File: config.mk
export PLATFORM = sky130hd
export DESIGN_NAME = shifter_pipe
export DESIGN_NICKNAME = d
export VERILOG_FILES = /design/src/rtl/shifter_pipe.sv
export SDC_FILE = /design/constraint.sdc
export NUM_CORES = 1
export LEC_CHECK = 0
export ABC_CLOCK_PERIOD_IN_PS = 3700
export BUFFER_PORTS_ARGS = -buffer_cell sky130_fd_sc_hd__buf_2
export CORE_MARGIN = 1
export CORE_UTILIZATION = 63
export DETAILED_ROUTE_END_ITERATION = 10
export PLACE_DENSITY = 0.9
export SKIP_CTS_REPAIR_TIMING = 1
export SYNTH_ARGS = -nofsm -noshare
export SYNTH_HDL_FRONTEND = slang
export SYNTH_SLANG_ARGS = --single-unit
File: constraint.sdc
create_clock -name clk -period 3.7 [get_ports clk]
set_input_delay 0 -clock clk [delete_from_list [all_inputs] [get_ports clk]]
set_output_delay 0 -clock clk [all_outputs]
set_load 0.02 [all_outputs]
File: src/rtl/shifter_pipe.sv
// shifter_pipe: two-stage LSL/LSR/ASR/ROR/RRX shifter with valid/ready flow control and flush
module shifter_pipe #(
  parameter int WIDTH = 32,
  parameter int AMT_W = 8
) (
  input  logic             clk,
  input  logic             rst,
  input  logic             in_valid,
  output logic             in_ready,
  input  logic [WIDTH-1:0] in_data,
  input  logic [AMT_W-1:0] in_amt,
  input  logic [2:0]       in_mode,
  input  logic             in_cin,
  input  logic             flush,
  output logic             out_valid,
  input  logic             out_ready,
  output logic [WIDTH-1:0] out_data,
  output logic             out_cout
);
  localparam int LG = $clog2(WIDTH);
  logic               s1_v, s1_c, s2_v, s2_c, s2_adv, z, cout;
  logic [WIDTH-1:0]   s1_d, s2_d, ror, res;
  logic [AMT_W-1:0]   s1_a;
  logic [2:0]         s1_m;
  logic [LG-1:0]      r;
  logic [WIDTH:0]     lsl, lsr;
  logic signed [WIDTH:0] asr;
  assign s2_adv    = !s2_v || out_ready;
  assign in_ready  = !s1_v || s2_adv;
  assign out_valid = s2_v;
  assign out_data  = s2_d;
  assign out_cout  = s2_c;
  // the extra bit on each shift carries the last bit shifted out, i.e. the carry
  always_comb begin
    r    = s1_a[LG-1:0];
    z    = s1_a == '0;
    lsl  = {1'b0, s1_d} << s1_a;
    lsr  = {s1_d, 1'b0} >> s1_a;
    asr  = $signed({s1_d, 1'b0}) >>> s1_a;
    ror  = (s1_d >> r) | (s1_d << (WIDTH - int'(r)));
    res  = s1_m == 3'd4 ? {s1_c, s1_d[WIDTH-1:1]} :
           (s1_m > 3'd4 || z) ? s1_d :
           s1_m == 3'd0 ? lsl[WIDTH-1:0] :
           s1_m == 3'd1 ? lsr[WIDTH:1] :
           s1_m == 3'd2 ? asr[WIDTH:1] : ror;
    cout = s1_m == 3'd4 ? s1_d[0] :
           (s1_m > 3'd4 || z) ? s1_c :
           s1_m == 3'd0 ? lsl[WIDTH] :
           s1_m == 3'd1 ? lsr[0] :
           s1_m == 3'd2 ? asr[0] : ror[WIDTH-1];
  end
  always_ff @(posedge clk) begin
    if (rst) begin
      s1_v <= 1'b0;
      s2_v <= 1'b0;
      s2_d <= '0;
      s2_c <= 1'b0;
    end else if (flush) begin
      s1_v <= 1'b0;
      s2_v <= 1'b0;
    end else begin
      if (s2_adv) begin
        s2_v <= s1_v;
        if (s1_v) begin
          s2_d <= res;
          s2_c <= cout;
        end
      end
      if (in_ready) begin
        s1_v <= in_valid;
        if (in_valid) begin
          s1_d <= in_data;
          s1_a <= in_amt;
          s1_m <= in_mode;
          s1_c <= in_cin;
        end
      end
    end
  end
endmodule

==> impl_results.md, run 1 <==
* Status: aborted with a tool error
* Stopped at: global routing
* Error msg: [ERROR GRT-0116] Global routing finished with congestion. Check the congestion regions in the DRC Viewer.
* Initial Utilization at 0.6441
* Post-synth top flop: edfxtp_1
* Synth top area share at 0.1637
* Pin count of the biggest net entering global routing at 105
* Dpl ws at 0.5226 ns
* Largest buffer count on any clock path at 2
* First-pass GRT wire length at 80960 um
* Synth Cell Area at 0.01114 sq mm
* Yosys top cell by area: mux4_2
* Async SR Flop Fraction at 0
* Seq/Total Area, Yosys at 0.1815
* Register bit count reported by yosys at 79
* Post-detail-place hpwl at 34070 um
* Synth Instances at 1307
* Remaining global-route overflow at 15
* CTS buffer count at 9
* Synthesized Nets at 1357
* Post-synth EDFFs at 44
* Vias in the first global route at 13216
* Ports at 84
* Final Wtd Congestion at 1.503
* H-tree Lvls at 3
* Inst Count DP at 1522
* GRT Total Usage at 0.6035
* Die Wd at 135.0 um
* Die H at 135.0 um
* Post-synth cell types at 92
* Std cell rows at 48
* IO Port Bufs at 83
* Clk sinks at 79
* Root Buffer: clkbuf_16
* Syn_area_per_cell at 8.524 sq um
* Synth top area cells: mux4_2 (16%), edfxtp_1 (12%), mux2i_1 (8.3%)
* Yosys warnings at 0
logic make-up after synthesis:
kind of cell	after synthesis	synth area share
AO/OA/AOI/OAI	442	0.2661
XOR/XNOR	4	0.003819
adder cells (fa/ha/maj)	1	0.001123
buffers and inverters	172	0.08041
flip-flops	79	0.1815
multiplexers	224	0.3071
AND/OR/NAND/NOR	385	0.1600
synth_stat cells (12+ instances only):
| library cell | count |
|---|---|
| o22ai_1 | 31 |
| dfxtp_1 | 35 |
| buf_2 | 31 |
| nand3_1 | 26 |
| o21ai_0 | 100 |
| mux2i_1 | 92 |
| nand2_1 | 115 |
| mux4_2 | 81 |
| nor3_1 | 32 |
| o221ai_1 | 23 |
| clkbuf_1 | 82 |
| a211oi_1 | 15 |
| a31oi_1 | 15 |
| buf_1 | 12 |
| or3_1 | 13 |
| inv_1 | 15 |
| a21oi_1 | 99 |
| edfxtp_1 | 44 |
| a22oi_1 | 21 |
| mux2_2 | 44 |
| o211ai_1 | 28 |
| nor2_1 | 130 |
metrics by stage:
stage	area, sq um	hold slack, ns
2_1_floorplan	11140	0.07931
3_3_place_gp	11560	0.1763
3_5_place_dp	11560	0.1781
4_1_cts	11850	-0.1979
per-layer routing:
metal	overflow	global-route usage
met5	0	0.1806
met3	0	0.4437
met2	7	0.7600
met4	8	0.4738
met1	0	0.6616
==> run 2, diff against run 1 <==
--- a/config.mk
+++ b/config.mk
@@ -8,9 +8,9 @@
 export ABC_CLOCK_PERIOD_IN_PS = 3700
 export BUFFER_PORTS_ARGS = -buffer_cell sky130_fd_sc_hd__buf_2
 export CORE_MARGIN = 1
-export CORE_UTILIZATION = 63
+export CORE_UTILIZATION = 40
 export DETAILED_ROUTE_END_ITERATION = 10
-export PLACE_DENSITY = 0.9
+export PLACE_DENSITY_LB_ADDON = 0.15
 export SKIP_CTS_REPAIR_TIMING = 1
 export SYNTH_ARGS = -nofsm -noshare
 export SYNTH_HDL_FRONTEND = slang
==> impl_results.md, run 2 <==
* Vias in the first global route at 12186
* Pin count of the biggest net entering global routing at 83
* Crit-path max FO at 29
* Clk pin slew, worst setup/hold paths at 0.07 ns
* Synth Instances at 1307 (unchanged)
* Die H at 168.9 um (+25%)
* Synthesized Nets at 1357 (unchanged)
* Layout cells sized above 1 at 0.2709
* Hold path depth at 3
* Vias after detailed routing at 13567
* Hold Fails Final Rpt at 0
* Ports at 84 (unchanged)
* Post-detail-place hpwl at 49660 um (+46%)
* Post-synth top flop: edfxtp_1
* Final setup vio count at 0
* Final Util at 0.4843
* Async SR Flop Fraction at 0 (unchanged)
* Yosys warnings at 0 (unchanged)
* Total negative slack at 0 ns
* H-tree Lvls at 3 (unchanged)
* Remaining routing DRC violations at 0
* RSZ-0062 raised after global routing: false
* First drt pass iteration count at 9
* Seq/Total Area, Yosys at 0.1815 (unchanged)
* Worst path required time at 3.92 ns
* Kind of critical path: reg2reg
* Worst Setup Start Kind: flip-flop
* Post-synth EDFFs at 44 (unchanged)
* Synth cell count leaders: nor2_1 (130), nand2_1 (115), o21ai_0 (100)
* Std cell rows at 60 (+25%)
* Area grow syn2layout at 17.80%
* Synth top area cells: mux4_2 (16%), edfxtp_1 (12%), mux2i_1 (8.3%)
* VDD IR max at 0.2233 mV
* Initial Utilization at 0.4111 (-0.2330)
* Final Wtd Congestion at 1.106 (-26%)
* Post-route antenna net violation count at 0
* Filler instances at 2613
* GRT Total Usage at 0.4727
* Max incr delay on CP at 0.57 ns
* Yosys top cell by area: mux4_2
* CTS buffer count at 9 (unchanged)
* Via/cell ratio at 7.512
* Initial antenna violation count at 3
* Syn_area_per_cell at 8.524 sq um (unchanged)
* WP data arrival at 3.67 ns
* Least-Margin Pin Slew at 1.113 ns
* Max stage delay cell, worst path: edfxtp_1
* Register area at 0.002022 sq mm
* Total Power at 3.712 mW
* Remaining global-route overflow at 0
* Die Wd at 168.9 um (+25%)
* Post-synth cell types at 92 (unchanged)
* CP Cell Sequence: inv_2 > buf_12 > mux2i_1 > o22ai_1 > o31a_1 > a2111oi_2 > o41ai_2
* Finished Layout Cells at 1806
* First-pass GRT wire length at 94460 um
* PwrDens at 282.9 mW/mm^2
* Status: finished, final reports clean
* DR WL/cell at 37.78 um
* Slew HR at 0.2579
* WL final at 68230 um
* Hold Crit Class: in2reg
* Synth Cell Area at 0.01114 sq mm (unchanged)
* Commonest non-fill, non-tap cell in the layout: nor2_1
* Core Area at 0.02710 sq mm
* Worst skew pair latency at 0.36 ns
* Clk sinks at 79 (unchanged)
* Count of pins over their slew limit at 0
* Most common cell in the netlist: nor2_1
* Max-Cap Viols at 0
* DRT iter0 DRCs at 2350
* Critical Path End Type: flip-flop
* Root Buffer: clkbuf_16
* Final Cycle Share at 0.9319
* Cell count of the worst reg-to-reg path at 7
* Register bit count reported by yosys at 79 (unchanged)
* Area of the multi-input gates at 0.008242 sq mm
* Synth top area share at 0.1637 (unchanged)
* Final min period at 3.448 ns
* Leak at 4.869 nW
* TritonCTS clock tree: done
* Worst Clk Skew at 0.01471 ns
* Inst Count DP at 1742 (+14%)
* Commonest non-fill, non-tap cells in the layout: nor2_1 (130), buf_4 (124), nand2_1 (115)
* Die area at 0.02852 sq mm
* IO Port Bufs at 83 (unchanged)
* Largest buffer count on any clock path at 2 (unchanged)
* Achievable Freq at 290.0 MHz
* Post-layout nets at 1477
-- run 2: cell counts after synthesis --
No cell type changed its count.
-- run 2: through the flow --
step / area (sq um) / setup slack [ns] / hold slack, ns
2_1_floorplan: 11140 / 0.3910 / 0.07931
3_3_place_gp: 12340 / 0.3960 / 0.1760
3_5_place_dp: 12340 / 0.4615 / 0.1781
4_1_cts: 12660 / 0.4204 / -0.1878
5_1_grt: 13120 / 0.2545 / 0.04212
6_report: 13120 / 0.2518 / 0.02151
-- run 2: power breakdown --
part / leakage (nW) / internal, mW / switching, mW
Clock: 0.154 / 0.596 / 0.452
Combinational: 4.03 / 0.606 / 0.973
Sequential: 0.688 / 0.967 / 0.119
-- run 2: cell type report --
class,count,area share
Sequential cell,79,0.1541
Timing Repair Buffer,263,0.1529
Antenna cell,2,0.0003814
Multi-Input combinational cell,1056,0.6280
Clock inverter,5,0.006292
Inverter,18,0.005148
Tap cell,372,0.03547
Clock buffer,11,0.01773
-- run 2: worst paths after layout --
check	start	to	slack, ns
max	s1_a[2]$_DFFE_PP_	out_data[10]$_SDFFE_PP0P_	0.25
min	out_ready	out_valid$_SDFFE_PN0P_	0.02
max reg2reg	s1_a[2]$_DFFE_PP_	out_data[10]$_SDFFE_PP0P_	0.25
min reg2reg	out_data[31]$_SDFFE_PP0P_	out_data[31]$_SDFFE_PP0P_	0.50
-- run 2: per-layer routing --
metal,global-route usage,vias to the layer above,wire length [um]
met5,0,-,11
met4,0.3071,2,5912
met3,0.1550,346,9800
met2,0.6811,1296,27520
met1,0.6038,6552,24980
li1,-,5371,-
-- run 2: cell families (layout without fill, tap and decap cells) --
family	Yosys count	after routing	synth area share
multiplexers	224	224	0.3071
AND/OR/NAND/NOR	385	385	0.1600
AO/OA/AOI/OAI	442	442	0.2661
flip-flops	79	79	0.1815
other	0	2	0
adder cells (fa/ha/maj)	1	1	0.001123
buffers and inverters	172	297	0.08041
XOR/XNOR	4	4	0.003819
-- run 2: critical path, delay by kind of cell, from the launching register on --
family / cells / cell delay, ns
mux: 1 / 0.57
compound gates: 4 / 1.35
flops: 1 / 0.57
buf+inv: 2 / 0.80
Note: power is estimated with default switching activity, not from simulation.
